File: src/rtl/mul_share_arb_pkg.sv
// ============================================================================
//  Module      : mul_arb_pkg
//  Description : Shared types and constants for the shared multiplier arbiter
//  Revision    : 1.0  initial release
// ============================================================================
`default_nettype none

package mul_arb_pkg;

  typedef enum logic [1:0] {
    IDLE = 2'd0,
    BUSY = 2'd1,
    DONE = 2'd2
  } state_e;

  localparam int NREQ_DEF = 4;
  localparam int W_DEF    = 4;

  // Requester-id width; a single requester still needs one bit.
  function automatic int id_width(input int n);
    return (n > 1) ? $clog2(n) : 1;
  endfunction

endpackage

`default_nettype wire

File: src/rtl/mul_share_arb_if.sv
// ============================================================================
//  Module      : mul_share_arb_if
//  Description : Request/response bundle between requesters and the arbiter
//  Revision    : 1.0  initial release
// ============================================================================
`default_nettype none

interface mul_share_arb_if #(
  parameter int NREQ = mul_arb_pkg::NREQ_DEF,
  parameter int W    = mul_arb_pkg::W_DEF
);
  localparam int IDW = mul_arb_pkg::id_width(NREQ);

  logic [NREQ-1:0]   req_valid;
  logic [NREQ*W-1:0] req_a;
  logic [NREQ*W-1:0] req_b;
  logic [NREQ-1:0]   req_ready;
  logic [NREQ-1:0]   rsp_valid;
  logic [2*W-1:0]    rsp_op;
  logic [IDW-1:0]    rsp_id;
  logic              busy;

  modport master (
    output req_valid, req_a, req_b,
    input  req_ready, rsp_valid, rsp_op, rsp_id, busy
  );

  modport slave (
    input  req_valid, req_a, req_b,
    output req_ready, rsp_valid, rsp_op, rsp_id, busy
  );

endinterface

`default_nettype wire

File: src/rtl/mul_share_arb_core.sv
// ============================================================================
//  Module      : shift_add_mul_core
//  Description : Iterative unsigned shift-and-add multiplier, W cycles/product
//  Revision    : 1.0  initial release
// ============================================================================
`default_nettype none

module shift_add_mul_core #(
  parameter int W = mul_arb_pkg::W_DEF
) (
  input  wire logic           clk,
  input  wire logic           rst_an,
  input  wire logic           start,
  input  wire logic [W-1:0]   a,
  input  wire logic [W-1:0]   b,
  output logic                done,
  output logic [2*W-1:0]      product
);
  localparam int CW = $clog2(W) + 1;

  logic           running;
  logic [CW-1:0]  cnt;
  logic [2*W-1:0] acc;
  logic [2*W-1:0] mcand;
  logic [W-1:0]   mplier;
  logic [2*W-1:0] acc_nxt;
  logic           last_iter;

  assign acc_nxt   = acc + (mplier[0] ? mcand : '0);
  assign last_iter = running && (cnt == CW'(W - 1));

  // done marks the final iteration; product is the value acc takes at that edge
  assign done    = last_iter;
  assign product = acc_nxt;

  always_ff @(posedge clk or negedge rst_an) begin
    if (!rst_an) begin
      running <= 1'b0;
      cnt     <= '0;
      acc     <= '0;
      mcand   <= '0;
      mplier  <= '0;
    end else if (start) begin
      running <= 1'b1;
      cnt     <= '0;
      acc     <= '0;
      mcand   <= {{W{1'b0}}, b};
      mplier  <= a;
    end else if (running) begin
      acc     <= acc_nxt;
      mcand   <= mcand << 1;
      mplier  <= mplier >> 1;
      cnt     <= cnt + CW'(1);
      if (last_iter) running <= 1'b0;
    end
  end

endmodule

`default_nettype wire

File: src/rtl/mul_share_arb.sv
// ============================================================================
//  Module      : mul_share_arb
//  Description : Round-robin (or fixed-priority with MUL_ARB_FIXED_PRIO_EN)
//                arbiter sharing one iterative multiplier among NREQ users
//  Revision    : 1.0  initial release
// ============================================================================
`default_nettype none

module mul_share_arb
  import mul_arb_pkg::*;
#(
  parameter int NREQ = NREQ_DEF,
  parameter int W    = W_DEF
) (
  input  wire logic         clk,
  input  wire logic         rst_an,
  mul_share_arb_if.slave    bus
);
  localparam int IDW = id_width(NREQ);

  state_e         state, state_nxt;
  logic           win_valid;
  logic [IDW-1:0] win_id;
  logic [IDW-1:0] cur_id;
  logic           start;
  logic           core_done;
  logic [2*W-1:0] core_product;

  logic [NREQ-1:0] ready_r;
  logic [NREQ-1:0] rsp_valid_r;
  logic [2*W-1:0]  rsp_op_r;
  logic [IDW-1:0]  rsp_id_r;

  assign start = (state == IDLE) && win_valid;

`ifdef MUL_ARB_FIXED_PRIO_EN
  always_comb begin
    win_valid = 1'b0;
    win_id    = '0;
    for (int k = NREQ - 1; k >= 0; k--) begin
      if (bus.req_valid[IDW'(k)]) begin
        win_valid = 1'b1;
        win_id    = IDW'(k);
      end
    end
  end
`else
  logic [IDW-1:0] last_id;
  logic [IDW:0]   sum;
  logic [IDW-1:0] idx;

  // Scan downward so the candidate closest to last_id+1 is written last and wins
  always_comb begin
    win_valid = 1'b0;
    win_id    = '0;
    sum       = '0;
    idx       = '0;
    for (int k = NREQ - 1; k >= 0; k--) begin
      sum = {1'b0, last_id} + (IDW+1)'(1) + (IDW+1)'(k);
      if (sum >= (IDW+1)'(NREQ)) sum = sum - (IDW+1)'(NREQ);
      idx = sum[IDW-1:0];
      if (bus.req_valid[idx]) begin
        win_valid = 1'b1;
        win_id    = idx;
      end
    end
  end

  always_ff @(posedge clk or negedge rst_an) begin
    if (!rst_an)    last_id <= IDW'(NREQ - 1);
    else if (start) last_id <= win_id;
  end
`endif

  always_ff @(posedge clk or negedge rst_an) begin
    if (!rst_an) state <= IDLE;
    else         state <= state_nxt;
  end

  always_comb begin
    state_nxt = state;
    case (state)
      IDLE:    if (win_valid) state_nxt = BUSY;
      BUSY:    if (core_done) state_nxt = DONE;
      DONE:    state_nxt = IDLE;
      default: state_nxt = IDLE;
    endcase
  end

  always_ff @(posedge clk or negedge rst_an) begin
    if (!rst_an) begin
      ready_r     <= '0;
      rsp_valid_r <= '0;
      rsp_op_r    <= '0;
      rsp_id_r    <= '0;
      cur_id      <= '0;
    end else begin
      ready_r     <= '0;
      rsp_valid_r <= '0;
      if (start) begin
        ready_r[win_id] <= 1'b1;
        cur_id          <= win_id;
      end
      if ((state == BUSY) && core_done) begin
        rsp_valid_r[cur_id] <= 1'b1;
        rsp_op_r            <= core_product;
        rsp_id_r            <= cur_id;
      end
    end
  end

  shift_add_mul_core #(.W(W)) u_core (
    .clk     (clk),
    .rst_an  (rst_an),
    .start   (start),
    .a       (bus.req_a[win_id*W +: W]),
    .b       (bus.req_b[win_id*W +: W]),
    .done    (core_done),
    .product (core_product)
  );

  assign bus.req_ready = ready_r;
  assign bus.rsp_valid = rsp_valid_r;
  assign bus.rsp_op    = rsp_op_r;
  assign bus.rsp_id    = rsp_id_r;
  assign bus.busy      = (state != IDLE);

endmodule

`default_nettype wire

File: src/flat_wrapper.sv
// flat-port wrapper written by rule: the top's interface ports become plain ports
module mul_share_arb_flat import mul_arb_pkg::*;
#(
  parameter int NREQ = NREQ_DEF,
  parameter int W    = W_DEF
)
  (clk, rst_an, bus_req_valid, bus_req_a, bus_req_b, bus_req_ready, bus_rsp_valid, bus_rsp_op, bus_rsp_id, bus_busy);
  mul_share_arb_if #(.NREQ(NREQ), .W(W)) bus_i ();
  input  wire logic clk;
  input  wire logic rst_an;
  input wire logic [$bits(bus_i.req_valid)-1:0] bus_req_valid;
  input wire logic [$bits(bus_i.req_a)-1:0] bus_req_a;
  input wire logic [$bits(bus_i.req_b)-1:0] bus_req_b;
  output wire logic [$bits(bus_i.req_ready)-1:0] bus_req_ready;
  output wire logic [$bits(bus_i.rsp_valid)-1:0] bus_rsp_valid;
  output wire logic [$bits(bus_i.rsp_op)-1:0] bus_rsp_op;
  output wire logic [$bits(bus_i.rsp_id)-1:0] bus_rsp_id;
  output wire logic [$bits(bus_i.busy)-1:0] bus_busy;
  assign bus_i.req_valid = bus_req_valid;
  assign bus_i.req_a = bus_req_a;
  assign bus_i.req_b = bus_req_b;
  assign bus_req_ready = bus_i.req_ready;
  assign bus_rsp_valid = bus_i.rsp_valid;
  assign bus_rsp_op = bus_i.rsp_op;
  assign bus_rsp_id = bus_i.rsp_id;
  assign bus_busy = bus_i.busy;
  mul_share_arb #(.NREQ(NREQ), .W(W)) u_core (.clk(clk), .rst_an(rst_an), .bus(bus_i));
endmodule
File: config.mk
export PLATFORM = sky130hd
export DESIGN_NAME = mul_share_arb_flat
export DESIGN_NICKNAME = d
export VERILOG_FILES = /design/src/rtl/mul_share_arb_pkg.sv /design/src/rtl/mul_share_arb_if.sv /design/src/rtl/mul_share_arb_core.sv /design/src/rtl/mul_share_arb.sv /design/src/flat_wrapper.sv
export SDC_FILE = /design/constraint.sdc
export NUM_CORES = 1
export LEC_CHECK = 0
export CORE_MARGIN = 3
export CORE_UTILIZATION = 45
export CTS_CLUSTER_DIAMETER = 50
export DETAILED_ROUTE_END_ITERATION = 16
export MAX_ROUTING_LAYER = met4
export PLACE_DENSITY = 0.76
export SLEW_MARGIN = 20
export SYNTH_ARGS = -nofsm -noshare
export SYNTH_HDL_FRONTEND = slang
export SYNTH_SLANG_ARGS = --single-unit
File: constraint.sdc
create_clock -name clk -period 2.15 [get_ports clk]
set_input_delay 0.43 -clock clk [delete_from_list [all_inputs] [get_ports clk]]
set_output_delay 0.43 -clock clk [all_outputs]
set_load 0.005 [all_outputs]
==> Word-level counts from Yosys, hierarchy flattened <==
Cells that the tools add are included.
{ "word_totals": {"register_bits": 48, "latch_bits": 0, "mem_bits_rw": 0, "mem_bits_ro": 0, "output_inout_bits": 19, "n_memories": 0} }
{ "op_classes": {"n_addsub": 10, "multipliers": 0, "n_div": 0, "n_lt_le_gt_ge": 12, "n_eq_ne": 4, "shift": 2, "n_mux": 41, "n_bitwise": 0, "n_reduce_logical": 9} }
{ "ops": {"columns": ["operator", "count"], "rows": [
  ["two-way mux 8 bit", 5],
  ["variable part select 16 x 5 -> 4 bit", 2],
  ["two-way mux 2 bit", 10],
  ["< comparator 2 x 3 -> 1 bit, second input constant", 6],
  ["two-way mux 4 bit", 4],
  ["two-way mux 1 bit", 13],
  [">= comparator 3 bit, second input constant", 4],
  ["adder 8 bit", 1],
  ["binary-select mux 1 bit (select 2 bit)", 4],
  ["subtractor 2 x 1 -> 2 bit, second input constant", 4],
  ["adder 3 x 1 -> 3 bit, second input constant", 2],
  ["adder 3 x 2 -> 3 bit, second input constant", 2],
  ["two-way mux 3 bit", 2],
  ["logical AND 1 bit", 5],
  ["demux 1 bit (select 2 bit)", 2],
  [">= comparator 2 x 1 -> 1 bit, second input constant", 2],
  ["!= test 2 x 1 -> 1 bit, second input constant", 2],
  ["case mux 2 bit (2 select lines)", 1],
  ["nonzero test 2 bit", 2],
  ["adder 2 x 1 -> 3 bit, second input constant", 1],
  ["== test 3 x 2 -> 1 bit, second input constant", 1],
  ["== test 2 x 1 -> 1 bit, second input constant", 1],
  ["zero test 2 bit", 1],
  ["AND reduction 2 bit", 1]
]} }

==> Longest topological paths before layout <==
Gate-level depths: netlist (run 1).
{ "depth": {"ltp_word": 15, "depth_mapped": 8} }

==> Hierarchy <==
Synthesis (run 1) repeated with hierarchy kept, for this count alone.
{ "unflattened": {"hier_cells": 277, "area_unflattened_um2": 2613.8} }
{ "modules_own_cells": {"columns": ["module", "n_inst", "cells_each", "area_per_inst_um2", "seq_area_each_um2"], "rows": [
  ["shift_add_mul_core", 1, 140, 1385.1, 600.6],
  ["mul_share_arb", 1, 137, 1228.7, 603.1]
]} }

==> Worst setup path after synthesis (run 1) <==
No wires, ideal clock.
{ "synth_path": {"path_type": "register to register", "startpoint": "register u_core.u_core.mplier[0]", "endpoint": "register u_core.u_core.acc[6]", "setup_ns": 0.127, "arrival_time_ns": 1.960, "required_ns": 2.023, "slack_ns": 0.063, "stages_incl_launch_ff": 9, "path_buffers": 0, "period_less_slack_ns": 2.087, "cell_sequence": "dfrtp_1 and2_1 ha_1 fa_1 a21oi_1 o21ai_0 and4b_1 o31ai_1 a21oi_1"} }
{ "synth_between": {"elab_chain_cells": 4} }
{ "synth_lines": {"columns": ["item", "line", "source"], "rows": [
  ["start, declared", "mul_share_arb_core.sv:25", "logic [W-1:0] mplier;"],
  ["start signal, assigned", "mul_share_arb_core.sv:52", "mplier <= mplier >> 1;"],
  ["two-way mux 8 bit", "mul_share_arb_core.sv:29", "assign acc_nxt = acc + (mplier[0] ? mcand : '0);"],
  ["adder 8 bit", "mul_share_arb_core.sv:29", null],
  ["two-way mux 8 bit", "mul_share_arb_core.sv:49", "end else if (running) begin"],
  ["two-way mux 8 bit", "mul_share_arb_core.sv:43", "end else if (start) begin"],
  ["end signal, assigned", "mul_share_arb_core.sv:50", "acc <= acc_nxt;"],
  ["end, declared", "mul_share_arb_core.sv:23", "logic [2*W-1:0] acc;"]
]} }
Every way passes these cells. The select of a mux whose other input is x is not followed.
A chain may end at the register's enable or synchronous reset.

==> Worst setup path in the final report (run 1) <==
{ "layout_path": {"startpoint": "register u_core.u_core.mcand[0]", "endpoint": "register u_core.u_core.acc[6]"} }
{ "layout_between": {"elab_chain_cells": 4} }
{ "layout_lines": {"columns": ["item", "line", "source"], "rows": [
  ["start, declared", "mul_share_arb_core.sv:24", "logic [2*W-1:0] mcand;"],
  ["start signal, assigned", "mul_share_arb_core.sv:47", "mcand <= {{W{1'b0}}, b};"],
  ["start signal, assigned", "mul_share_arb_core.sv:51", "mcand <= mcand << 1;"],
  ["two-way mux 8 bit", "mul_share_arb_core.sv:29", null],
  ["adder 8 bit", "mul_share_arb_core.sv:29", null],
  ["two-way mux 8 bit", "mul_share_arb_core.sv:49", null],
  ["two-way mux 8 bit", "mul_share_arb_core.sv:43", null]
]} }
Every way passes these cells. The select of a mux whose other input is x is not followed.

==> impl_metrics.prom, run 1 <==
# TYPE chip_impl_metric gauge
chip_impl_info{name="timing.critical_path.from_type",value="flop"} 1
chip_impl_metric{name="seq_area",unit="um2"} 1204
chip_impl_metric{name="cp_data_required_time",unit="ns"} 2.33
chip_impl_info{name="endpoint_kind",value="flop"} 1
chip_impl_metric{name="finalHoldViolations",unit=""} 0
chip_impl_metric{name="dr_total_vias",unit=""} 2186
chip_impl_metric{name="worst_skew_pair.late_latency",unit="ns"} 0.30
chip_impl_metric{name="route.detailed.drc",unit=""} 0
chip_impl_metric{name="post-dp-hpwl",unit="mm"} 4.494
chip_impl_metric{name="critical_path_buffers_and_inverters",unit=""} 0
chip_impl_info{name="critical-path-top-delay-family",value="adder cells"} 1
chip_impl_metric{name="route.antenna.remaining_nets",unit=""} 0
chip_impl_metric{name="drt_pre_antenna_iters",unit=""} 4
chip_impl_metric{name="timing.max_cap.violations",unit=""} 0
chip_impl_metric{name="final_core_util",unit="%"} 66.57
chip_impl_metric{name="min_period",unit="ns"} 2.063
chip_impl_metric{name="grt_pass1_vias",unit=""} 2147
chip_impl_metric{name="die-width",unit="um"} 80.85
chip_impl_metric{name="setup_viol",unit=""} 0
chip_impl_metric{name="design_area",unit="um2"} 3508
chip_impl_metric{name="detail_route.wl_per_cell",unit="um"} 14.95
chip_impl_metric{name="postSynthCellCount",unit=""} 253
chip_impl_metric{name="worst_slew_pin_slew",unit="ns"} 0.6015
chip_impl_info{name="worst_path_cell_chain",value="and2_1 -> ha_2 -> fa_2 -> a21oi_2 -> o21ai_2 -> and4b_1 -> o31ai_2 -> a21oi_1"} 1
chip_impl_metric{name="floorplan.rows",unit=""} 26
chip_impl_metric{name="layout-drive-gt1-share",unit="%"} 16.02
chip_impl_metric{name="fp.dieArea",unit="um2"} 6537
chip_impl_metric{name="synth_top_area_share",unit="%"} 45.66
chip_impl_metric{name="io_pins",unit=""} 57
chip_impl_info{name="yosysMostFrequentCell",value="sky130_fd_sc_hd__dfrtp_1"} 1
chip_impl_metric{name="power",unit="W"} 0.004256
chip_impl_metric{name="all_layer_gr_usage",unit="%"} 20.63
chip_impl_metric{name="clock_sink_count",unit=""} 48
chip_impl_metric{name="ys.warnings.count",unit=""} 0
chip_impl_metric{name="initial_util",unit="%"} 47.84
chip_impl_info{name="post-synth-top-area-cell",value="sky130_fd_sc_hd__dfrtp_1"} 1
chip_impl_metric{name="crit_cells",unit=""} 8
chip_impl_metric{name="grt_max_degree",unit=""} 28
chip_impl_metric{name="gp_congestion",unit=""} 0.8727
chip_impl_metric{name="average_size_of_a_mapped_cell",unit="um2"} 9.965
chip_impl_metric{name="mappedNetlistNets",unit=""} 301
chip_impl_metric{name="finalCritPeriodShare",unit="%"} 95.94
chip_impl_metric{name="synth_edf_count",unit=""} 0
chip_impl_metric{name="r2r_cells",unit=""} 8
chip_impl_info{name="root_buffer",value="sky130_fd_sc_hd__clkbuf_8"} 1
chip_impl_metric{name="synth.yosys.seq_area_share",unit="%"} 47.74
chip_impl_metric{name="dieHeight",unit="um"} 80.85
chip_impl_metric{name="achievable-frequency",unit="MHz"} 484.8
chip_impl_metric{name="post_synthesis_to_final_layout_area_growth",unit="%"} 39.16
chip_impl_metric{name="syn-cell-area",unit="um2"} 2521
chip_impl_metric{name="finalClockSkew",unit="ns"} 0.004608
chip_impl_metric{name="drt_iter0_drc",unit=""} 120
chip_impl_metric{name="antenna_cells_inserted",unit=""} 0
chip_impl_info{name="ys.flop_type",value="sky130_fd_sc_hd__dfrtp_1"} 1
chip_impl_info{name="critical-path-slowest-cell",value="sky130_fd_sc_hd__dfrtp_1"} 1
chip_impl_info{name="synth_common_cells",value="46 x sky130_fd_sc_hd__dfrtp_1, 36 x sky130_fd_sc_hd__nand2_1, 26 x sky130_fd_sc_hd__nor2_1"} 1
chip_impl_info{name="tritoncts_clock_tree",value="yes"} 1
chip_impl_metric{name="async_set_or_reset_register_ratio_after_synthesis",unit="%"} 100.0
chip_impl_metric{name="clk_transition_reported_paths",unit="ns"} 0.09
chip_impl_info{name="synth_area_leaders",value="sky130_fd_sc_hd__dfrtp_1 46%, sky130_fd_sc_hd__mux2i_1 8.3%, sky130_fd_sc_hd__nand2_1 5.4%"} 1
chip_impl_metric{name="irDropWorstVdd",unit="uV"} 630.8
chip_impl_metric{name="multi_input_area",unit="um2"} 1287
chip_impl_metric{name="post_synth_num_cell_types",unit=""} 44
chip_impl_metric{name="htree_levels",unit=""} 2
chip_impl_metric{name="buffer_ports.inserted",unit=""} 56
chip_impl_metric{name="critical-path-max-stage-delay",unit="ns"} 0.39
chip_impl_metric{name="routed_wirelength",unit="mm"} 6.086
chip_impl_info{name="worstHoldPathType",value="in2async"} 1
chip_impl_metric{name="critical_path_peak_fanout",unit=""} 3
chip_impl_metric{name="grt_first_pass_wirelength",unit="mm"} 10.03
chip_impl_metric{name="fillCellCount",unit=""} 431
chip_impl_info{name="status",value="finished, final reports clean"} 1
chip_impl_metric{name="maximum_clock_insertion_buffer_count",unit=""} 2
chip_impl_info{name="timing_worst_setup_path_type",value="reg2reg"} 1
chip_impl_metric{name="placed_instance_area",unit="um2"} 3332
chip_impl_metric{name="net_count_of_the_finished_layout",unit=""} 384
chip_impl_metric{name="p_leak",unit="nW"} 1.636
chip_impl_metric{name="worst_slew_margin_rel",unit="%"} 59.90
chip_impl_metric{name="globalRouteOverflowTotal",unit=""} 0
chip_impl_metric{name="core_area",unit="um2"} 5270
chip_impl_metric{name="numCtsBuffers",unit=""} 5
chip_impl_metric{name="cp.arrival",unit="ns"} 2.24
chip_impl_metric{name="grt_antenna_before_repair",unit=""} 0
chip_impl_metric{name="finalHoldWorstSlack",unit="ns"} 0.1327
chip_impl_metric{name="powerDensity",unit="nW/um2"} 1213
chip_impl_metric{name="final_max_slew_violation_count",unit=""} 0
chip_impl_metric{name="postSynthRegisterBits",unit=""} 48
chip_impl_metric{name="mean_number_of_vias_per_cell",unit=""} 5.371
==> cell families (layout without fill, tap and decap cells) <==
logic type | Yosys count | after routing | synth area share, %
DFF | 48 | 48 | 47.74
AOI/OAI and AO/OA | 57 | 57 | 15.83
and+or+nand+nor | 92 | 92 | 16.62
muxes | 22 | 22 | 9.231
adders and majority gates | 10 | 10 | 5.261
xor gates and xnor gates | 7 | 7 | 2.432
buffers and inverters | 17 | 101 | 2.878
==> layout make-up <==
type	instances	area share (%)
repair buffers	85	22.04
flip-flops and latches	48	34.31
clock buffers	7	2.746
inverters	8	0.8559
well taps	70	2.496
multi-input cells	188	36.70
clock inverters	1	0.8559
==> metrics by stage <==
| step | setup WS (ns) | TNS [ns] | instances |
|---|---|---|---|
| finish | 0.08737 | 0 | 407 |
| global placement | -0.09890 | -0.7685 | 398 |
| CTS | 0.05096 | 0 | 406 |
| detailed placement | -0.1262 | -1.321 | 398 |
| floorplan | 0.06333 | 0 | 253 |
| global route | -0.002406 | -0.004414 | 407 |
==> final timing paths <==
path / slack [ns] / start / end
worst max-delay path: 0.09 / u_core.u_core.mcand[0] / u_core.u_core.acc[6]
min in group clk: 0.47 / u_core.bus.rsp_op[6] / u_core.bus.rsp_op[6]
worst max register to register: 0.09 / u_core.u_core.mcand[0] / u_core.u_core.acc[6]
max in group asynchronous: 1.43 / rst_an / u_core.u_core.acc[6]
worst min-delay path: 0.13 / rst_an / u_core.u_core.mcand[4]
worst min register to register: 0.47 / u_core.bus.rsp_op[6] / u_core.bus.rsp_op[6]
==> repair_timing <==
action	CTS	global route
hold buffers	0	0
pin swaps	0	4
hold endpoints to repair	0	0
setup buffers	0	1
resized for setup	8	3
endpoints found under the setup margin	4	6
gates cloned	0	0
==> report_power, final <==
| group | switching, W | internal, W | total (W) | leakage (nW) |
|---|---|---|---|---|
| logic | 0.000997 | 0.00105 | 0.00204 | 0.955 |
| clock network | 0.000295 | 0.000410 | 0.000705 | 0.0645 |
| registers | 0.000257 | 0.00125 | 0.00151 | 0.617 |
| total | 0.00155 | 0.00271 | 0.00426 | 1.64 |
==> layout by cell type (no fill, tap or decap), types with 2 or more instances in the layout <==
cell,instances
sky130_fd_sc_hd__xor2_1,2
sky130_fd_sc_hd__xnor2_1,4
sky130_fd_sc_hd__o211ai_1,2
sky130_fd_sc_hd__and2_1,9
sky130_fd_sc_hd__a31oi_1,2
sky130_fd_sc_hd__clkdlybuf4s50_1,55
sky130_fd_sc_hd__dfstp_2,2
sky130_fd_sc_hd__dfrtp_1,46
sky130_fd_sc_hd__and3_1,2
sky130_fd_sc_hd__clkbuf_8,7
sky130_fd_sc_hd__nor3_1,3
sky130_fd_sc_hd__nand2_1,36
sky130_fd_sc_hd__buf_4,29
sky130_fd_sc_hd__o21ai_0,14
sky130_fd_sc_hd__a21oi_2,3
sky130_fd_sc_hd__a21boi_0,2
sky130_fd_sc_hd__o31ai_2,2
sky130_fd_sc_hd__ha_1,8
sky130_fd_sc_hd__o221ai_1,6
sky130_fd_sc_hd__inv_1,8
sky130_fd_sc_hd__nand3_1,5
sky130_fd_sc_hd__nor2_1,26
sky130_fd_sc_hd__nor2b_1,4
sky130_fd_sc_hd__a211oi_1,4
sky130_fd_sc_hd__a21oi_1,3
sky130_fd_sc_hd__a211o_1,5
sky130_fd_sc_hd__nand2b_1,2
sky130_fd_sc_hd__mux2i_1,21
sky130_fd_sc_hd__o21bai_1,2
sky130_fd_sc_hd__o21a_1,3
==> state kept, by name, summed over array words and instances (netlist names) <==
signal and cells:
u_core.state 2, u_core.last_id 2, u_core.u_core.acc 8, u_core.bus.req_ready 4, u_core.u_core.cnt 3, u_core.u_core.mcand 8, u_core.bus.rsp_valid 4, u_core.bus.rsp_id 2
u_core.cur_id 2, u_core.u_core.mplier 4, u_core.bus.rsp_op 8, u_core.u_core.running 1
==> worst register-to-register path, cell delays in order (launching register included) <==
cell and delay, ns:
sky130_fd_sc_hd__dfrtp_1 0.39, sky130_fd_sc_hd__and2_1 0.17, sky130_fd_sc_hd__ha_2 0.21, sky130_fd_sc_hd__fa_2 0.37, sky130_fd_sc_hd__a21oi_2 0.17, sky130_fd_sc_hd__o21ai_2 0.10
sky130_fd_sc_hd__and4b_1 0.21, sky130_fd_sc_hd__o31ai_2 0.22, sky130_fd_sc_hd__a21oi_1 0.10
==> metal layers <==
metal | track usage (%) | part of all wire (%)
met5 | - | 0
met4 | 7.939 | 2.2
met3 | 3.326 | 5.4
met2 | 31.44 | 46
met1 | 27.67 | 46
Power figures use the tool's default switching activity.
==> run 2: changes to the inputs <==
--- a/config.mk
+++ b/config.mk
@@ -5,13 +5,13 @@
 export SDC_FILE = /design/constraint.sdc
 export NUM_CORES = 1
 export LEC_CHECK = 0
+export CORE_ASPECT_RATIO = 2
 export CORE_MARGIN = 3
 export CORE_UTILIZATION = 45
 export CTS_CLUSTER_DIAMETER = 50
 export DETAILED_ROUTE_END_ITERATION = 16
 export MAX_ROUTING_LAYER = met4
 export PLACE_DENSITY = 0.76
-export SLEW_MARGIN = 20
 export SYNTH_ARGS = -nofsm -noshare
 export SYNTH_HDL_FRONTEND = slang
 export SYNTH_SLANG_ARGS = --single-unit
==> run 2 against run 1 <==
Against the previous run: setup slack better by 0.0035 ns; via count is 0.59% lower; worst hold slack worse by 0.014 ns; sequential power hardly changed; non-clock buffer count is 3 higher; final cell count is 1.7% lower.
==> impl_metrics.prom, run 2 (synthesized netlist as in run 1, its figures left out) <==
# TYPE chip_impl_metric gauge
chip_impl_info{name="mostFrequentLayoutCell",value="sky130_fd_sc_hd__clkdlybuf4s50_1"} 1
chip_impl_metric{name="min_period",unit="ns"} 2.059
chip_impl_metric{name="critical-path-max-stage-delay",unit="ns"} 0.62
chip_impl_info{name="tritoncts_clock_tree",value="yes"} 1
chip_impl_info{name="worst_path_cell_chain",value="mux2i_1 -> o2bb2ai_2 -> nor2_2 -> mux4_2 -> a21o_1"} 1
chip_impl_metric{name="fin_tns_setup",unit="ns"} 0
chip_impl_metric{name="initial_util",unit="%"} 46.51
chip_impl_metric{name="final_max_slew_violation_count",unit=""} 0
chip_impl_metric{name="globalRouteOverflowTotal",unit=""} 0
chip_impl_metric{name="floorplan.rows",unit=""} 38
chip_impl_info{name="layout_common_cells",value="55 x sky130_fd_sc_hd__clkdlybuf4s50_1, 46 x sky130_fd_sc_hd__dfrtp_1, 36 x sky130_fd_sc_hd__nand2_1"} 1
chip_impl_metric{name="setup_viol",unit=""} 0
chip_impl_metric{name="io_pins",unit=""} 57
chip_impl_metric{name="p_leak",unit="nW"} 1.638
chip_impl_metric{name="r2r_cells",unit=""} 5
chip_impl_metric{name="cp.arrival",unit="ns"} 2.27
chip_impl_metric{name="achievable-frequency",unit="MHz"} 485.6
chip_impl_metric{name="numCtsBuffers",unit=""} 5
chip_impl_metric{name="dpl.cell_count",unit=""} 392
chip_impl_info{name="root_buffer",value="sky130_fd_sc_hd__clkbuf_8"} 1
chip_impl_metric{name="critical_path_buffers_and_inverters",unit=""} 0
chip_impl_metric{name="route.antenna.remaining_nets",unit=""} 0
chip_impl_metric{name="grt_first_pass_wirelength",unit="mm"} 10.10
chip_impl_metric{name="timing.max_cap.violations",unit=""} 0
chip_impl_info{name="status",value="finished, final reports clean"} 1
chip_impl_metric{name="clk_transition_reported_paths",unit="ns"} 0.09
chip_impl_metric{name="all_layer_gr_usage",unit="%"} 20.62
chip_impl_metric{name="design_area",unit="um2"} 3476
chip_impl_metric{name="grt_pass1_vias",unit=""} 2243
chip_impl_metric{name="finalHoldWorstSlack",unit="ns"} 0.1182
chip_impl_metric{name="buffer_ports.inserted",unit=""} 56
chip_impl_metric{name="number_of_hold_buffers_added_after_cts",unit=""} 0
chip_impl_metric{name="htree_levels",unit=""} 2
chip_impl_metric{name="maximum_clock_insertion_buffer_count",unit=""} 2
chip_impl_info{name="timing_worst_setup_path_type",value="reg2reg"} 1
chip_impl_metric{name="cp_data_required_time",unit="ns"} 2.36
chip_impl_metric{name="routed_wirelength",unit="mm"} 5.917
chip_impl_metric{name="grt_max_degree",unit=""} 26
chip_impl_metric{name="dr_total_vias",unit=""} 2173
chip_impl_metric{name="core_area",unit="um2"} 5420
chip_impl_info{name="critical-path-top-delay-family",value="multiplexers"} 1
chip_impl_info{name="endpoint_kind",value="flop"} 1
chip_impl_info{name="timing.critical_path.from_type",value="flop"} 1
chip_impl_info{name="worstHoldPathType",value="in2async"} 1
chip_impl_info{name="critical-path-slowest-cell",value="sky130_fd_sc_hd__dfstp_2"} 1
chip_impl_metric{name="dieHeight",unit="um"} 111.9
chip_impl_metric{name="drt_iter0_drc",unit=""} 38
chip_impl_metric{name="worst_slew_margin_rel",unit="%"} 59.69
chip_impl_metric{name="net_count_of_the_finished_layout",unit=""} 387
chip_impl_metric{name="post_synthesis_to_final_layout_area_growth",unit="%"} 37.87
chip_impl_metric{name="powerDensity",unit="nW/um2"} 1174
chip_impl_metric{name="finalClockSkew",unit="ns"} 0.006493
chip_impl_metric{name="worst_slew_pin_slew",unit="ns"} 0.6047
chip_impl_metric{name="final_core_util",unit="%"} 64.13
chip_impl_info{name="rr_startpoint",value="u_core.last_id[1]"} 1
chip_impl_metric{name="mean_number_of_vias_per_cell",unit=""} 5.433
chip_impl_metric{name="finalCritPeriodShare",unit="%"} 95.77
chip_impl_metric{name="die-width",unit="um"} 58.93
chip_impl_metric{name="gp_congestion",unit=""} 0.8543
chip_impl_metric{name="post_layout_nonfiller_instances",unit=""} 400
chip_impl_metric{name="layout-drive-gt1-share",unit="%"} 15.00
chip_impl_metric{name="ff2ff_setup_slack",unit="ns"} 0.09
chip_impl_metric{name="placed_instance_area",unit="um2"} 3362
chip_impl_metric{name="irDropWorstVdd",unit="uV"} 618.3
chip_impl_metric{name="drt_pre_antenna_iters",unit=""} 5
chip_impl_metric{name="antenna_cells_inserted",unit=""} 0
chip_impl_metric{name="fp.dieArea",unit="um2"} 6591
chip_impl_metric{name="route.detailed.drc",unit=""} 0
chip_impl_metric{name="worst_skew_pair.late_latency",unit="ns"} 0.31
chip_impl_info{name="r2r-end",value="u_core.u_core.mcand[0]"} 1
chip_impl_metric{name="critical_path_peak_fanout",unit=""} 7
chip_impl_metric{name="clock_sink_count",unit=""} 48
chip_impl_metric{name="fillCellCount",unit=""} 454
chip_impl_metric{name="finalHoldViolations",unit=""} 0
chip_impl_metric{name="post-dp-hpwl",unit="mm"} 4.721
chip_impl_metric{name="detail_route.wl_per_cell",unit="um"} 14.79
chip_impl_metric{name="grt_antenna_before_repair",unit=""} 0
## run 2: final cells by class
class,count,area (um2),share of cell area [%]
sequential,48,1204,34.63
timing repair buffer,88,808.3,23.25
multi-input combinational,188,1265,36.39
inverter,8,30.03,0.8639
clock inverter,1,7.507,0.2160
tap,60,75.07,2.160
clock buffer,7,86.33,2.484
## run 2: layer usage
layer | vias to the layer above | global-route usage, % | wire length (um)
li1 | 1067 | - | -
met1 | 1023 | 20.35 | 2047
met2 | 69 | 36.63 | 3459
met3 | 14 | 2.900 | 224
met4 | 0 | 11.50 | 185
met5 | - | - | 0
## run 2: worst max-delay path by stage
stage | slack [ns] | start | endpoint | cells after the start
2_1_floorplan | 0.06 | u_core.u_core.mplier[0] | u_core.u_core.acc[6] | 8
3_3_place_gp | -0.16 | bus_req_valid[3] | u_core.u_core.mplier[3] | 7
3_5_place_dp | -0.19 | bus_req_valid[3] | u_core.u_core.mplier[3] | 7
4_1_cts | 0.05 | u_core.u_core.mplier[0] | u_core.u_core.acc[6] | 8
5_1_grt | -0.02 | u_core.u_core.mplier[0] | u_core.u_core.acc[6] | 8
6_report | 0.09 | u_core.last_id[1] | u_core.u_core.mcand[0] | 5
## run 2: worst register-to-register path: stages (launching register included)
cell and delay, ns:
sky130_fd_sc_hd__dfstp_2 0.62, sky130_fd_sc_hd__mux2i_1 0.31, sky130_fd_sc_hd__o2bb2ai_2 0.12, sky130_fd_sc_hd__nor2_2 0.18, sky130_fd_sc_hd__mux4_2 0.53, sky130_fd_sc_hd__a21o_1 0.19
## run 2: timing repair
action,CTS,global route
buffers inserted,0,0
pin swaps,1,0
resized for setup,1,5
endpoints found under the setup margin,1,2
## run 2: through the flow
step / power [W] / setup WS (ns)
final: 0.004080 / 0.09087
after CTS: 0.004082 / 0.05273
after global routing: 0.004407 / -0.02104
after floorplan: 0.002649 / 0.06333
after detailed placement: 0.003507 / -0.1903
after global placement: 0.003455 / -0.1590
## run 2: report_power, final
part	internal (W)	switching, W
sequential	0.00125	0.000263
combinational	0.00105	0.000956
clock	0.000262	0.000303
==> RTL edit 1 (flow settings as in run 1) <==
The option `MUL_ARB_FIXED_PRIO_EN` is turned on by a define.
--- a/src/rtl/mul_share_arb.sv
+++ b/src/rtl/mul_share_arb.sv
@@ -7,2 +7,4 @@
 `default_nettype none
+
+`define MUL_ARB_FIXED_PRIO_EN
 
Formal check against the unedited RTL: not equivalent (a bounded check fails within 4 cycles, from zero or initial values and one cycle with rst_an low).
==> RTL edit 1 against run 1 <==
  * Largest cell class unchanged
  * Final area decreased by 22%
  * Wire length decreased by 30%
  * Area after synthesis decreased by 17%
  * Highest routed layer unchanged
  * Critical endpoint unchanged
  * Setup slack got worse by 0.049 ns
  * Sequential cell count decreased by 8
  * Core utilization decreased by 4.7 points
  * Synthesized cell count decreased by 19%
  * Cell count decreased by 25%
Power is not compared: it rests on default switching activity, and its combinational part moved more than twofold at a synthesized area within 25%.
==> RTL edit 1: results (changes against run 1) <==
outcome -> finished, final reports clean
total global-route track usage -> 0.1698 (-0.03648)
CP peak stage delay -> 0.45 ns (+0.06 ns)
grt met3 use -> 0.03243 (-0.0008270)
Non-Filler Instances -> 305 (-25%)
sequential cell area share -> 0.3669 (+0.02385)
worst setup margin -> 0.03875 ns (-0.04862 ns)
CP max stage cell -> dfrtp_2
met1 global-route usage -> 0.2036 (-0.07314)
Placed Cells -> 293 (-26%)
via count -> 1586 (-27%)
adder-cell share of the synthesized area -> 0.06351 (+0.01091)
clk_lat worst skew -> 0.30 ns (about the same)
routability cong. -> 0.8725 (about the same)
CLK BUF -> 8 (+1)
DPL Wire Length -> 2950 um (-34%)
Setup crit start -> u_core.u_core.mplier[0]
Routed Wire Length -> 4262 um (-30%)
Resize count post-CTS -> 9 (+1)
clk slew on worst S/H paths -> 0.07 ns (-0.02 ns)
top cells by area, synth -> dfrtp_1, mux2i_1, ha_1
worst reg-to-reg setup slack -> 0.04 ns (-0.05 ns)
Buffers, non-clock -> 51 (-40%)
Fill cells -> 375 (-13%)
multi-input gates -> 149 (-21%)
Worst EP arrival -> 2.34 ns (+0.10 ns)
CP top delay family -> simple AND/OR/NAND/NOR gates
flops & latches, synth -> 40 (-17%)
multi-input logic portion of the cell area -> 0.4017 (+0.03476)
DRT met1 WL -> 1892 um (-33%)
Final #Nets -> 300 (-22%)
initial DRC count -> 70 (-42%)
largest net degree at the start of global routing -> 41 (+46%)
WL met2 -> 2032 um (-28%)
Crit Path Max Fanout -> 8 (+5)
register area share after synthesis -> 0.4793 (+0.001910)
Synth top cells by count -> dfrtp_1, nor2_1, nand2_1
Post-CTS Setup Repair Bufs -> 1 (+1)
Layout clock area frac -> 0.03298 (-0.003038)
vias in the first global route -> 1493 (-30%)
NonClk Buf Share -> 0.1677 (-0.05274)
Mean Syn Cell Area -> 10.24 um^2 (+2.7%)
Worst Skew -> 0.005746 ns (+0.001138 ns)
first-pass GRT wire length -> 6775 um (-32%)
invs w/o clock -> 5 (-3)
-- RTL edit 1: cell count changes after synthesis, moves of 5 or more --
| cell | change |
|---|---|
| mux2i_1 | -6 |
| a211oi_1 | +6 |
| dfrtp_1 | -6 |
| nor2_1 | -5 |
| o221ai_1 | -6 |
| o21ai_0 | -6 |
| nand2_1 | -17 |
| a211o_1 | -5 |
-- RTL edit 1: through the flow --
stage | TNS [ns] | hold slack (ns) | instance area [um^2]
2_1_floorplan | 0 | 0.1344 | 2103
3_3_place_gp | -0.3131 | 0.4375 | 2521
3_5_place_dp | -0.4279 | 0.4372 | 2521
4_1_cts | 0 | 0.1985 | 2663
5_1_grt | -0.1372 | 0.2329 | 2731
6_report | 0 | 0.1653 | 2731
-- RTL edit 1: power by group through the flow --
stage          logic (mW)  clock network, mW  registers, mW
3_3_place_gp        0.219                  0          0.847
6_report            0.239              0.517          0.835
2_1_floorplan      0.0745                  0          0.851
5_1_grt             0.269              0.553          0.842
4_1_cts             0.232              0.526          0.836
3_5_place_dp        0.227                  0          0.851
==> RTL edit 2 (config.mk and constraints of run 1) <==
Made on the original files. Re-encode `state_e` (3 states) as one-hot, 3 bits wide.
--- a/src/rtl/mul_share_arb_pkg.sv
+++ b/src/rtl/mul_share_arb_pkg.sv
@@ -9,6 +9,6 @@
 
-  typedef enum logic [1:0] {
-    IDLE = 2'd0,
-    BUSY = 2'd1,
-    DONE = 2'd2
+  typedef enum logic [2:0] {
+    IDLE = 3'b001,
+    BUSY = 3'b010,
+    DONE = 3'b100
   } state_e;
Check against the original RTL: no difference found for any inputs over 10 cycles, from zero or initial values and one cycle with rst_an low; not proved beyond that.
==> RTL edit 2 against run 1 <==
  * Final area increased by 6.0%
  * Sequential cell count increased by 1
  * Largest cell class unchanged
  * Critical path depth increased by 2
  * First-iteration DRC count increased by 10%
  * Wire length increased by 6.2%
  * Critical path type unchanged
  * Setup slack got worse by 0.056 ns
  * Area after synthesis increased by 5.9%
  * Power increased by 13%
  * Non-clock buffer count increased by 9
  * Largest power group unchanged
==> RTL edit 2: results (changes against run 1) <==
sw frac -> 0.3916 (+0.02753)
top cells by area, synth -> dfrtp_1, mux2i_1, a211oi_1
TritonRoute pass-1 iters -> 5 (+1)
area of the multi-input gates -> 0.001419 mm^2 (+10%)
Synth Net Count -> 312 (+3.7%)
Leakage -> 1.723 nW (+5.3%)
Gate Count Post-Synth -> 264 (+4.3%)
clock power share -> 0.114 (-0.052)
register area -> 0.001231 mm^2 (+2.3%)
CP top delay family -> compound AO/OA/AOI/OAI gates
number of distinct library cells after synthesis -> 46 (+4.5%)
row count -> 27 (+3.8%)
R2R depth -> 10 (+2)
Post-CTS Setup Repair Bufs -> 4 (+4)
Worst EP arrival -> 2.34 ns (+0.10 ns)
Placed Cells -> 411 (+3.3%)
NonClk Buf Share -> 0.2336 (+0.01319)
CP peak stage delay -> 0.45 ns (+0.06 ns)
multi-input gates -> 195 (+3.7%)
Synth top cells by count -> dfrtp_1, nand2_1, mux2i_1
worst reg-to-reg setup slack -> 0.03 ns (-0.06 ns)
worst hold slack -> 0.08568 ns (-0.04704 ns)
Pint -> 2.931 mW (+8.3%)
outcome -> finished, final reports clean
sequential cell count -> 49 (+2.1%)
post-placement setup slack -> -0.1352 ns (-0.008931 ns)
Final #Nets -> 399 (+3.9%)
Flop pwr share -> 0.325 (-0.029)
Crit Path Max Fanout -> 7 (+4)
-- RTL edit 2: cell count changes in the layout (fill, tap and decap cells not counted), moves of 5 or more --
cell and delta:
a211oi_1 +15, nor2_1 -7, nand2_1 -11, buf_4 +6, a211o_1 -5, o221ai_1 -6, o21ai_0 -6, o31a_1 +6
-- RTL edit 2: per-layer routing --
layer	global-route usage	wire length [um]	vias to the layer above
met1	0.2432	2774	1105
met4	0.07875	106	0
met3	0.03571	299	9
li1	-	-	1112
met2	0.3294	3284	69
met5	-	0	-
-- RTL edit 2: worst max-delay path by stage --
stage,start,to,slack (ns)
after floorplan,u_core.u_core.mplier[0],u_core.u_core.acc[6],0.00009
after global placement,bus_req_valid[1],u_core.u_core.mplier[0],-0.08
after detailed placement,bus_req_valid[1],u_core.u_core.mplier[2],-0.14
after CTS,u_core.u_core.mplier[0],u_core.u_core.acc[6],-0.02
after global routing,u_core.u_core.mplier[0],u_core.bus.rsp_op[6],-0.08
final,u_core.u_core.mplier[0],u_core.bus.rsp_op[6],0.03
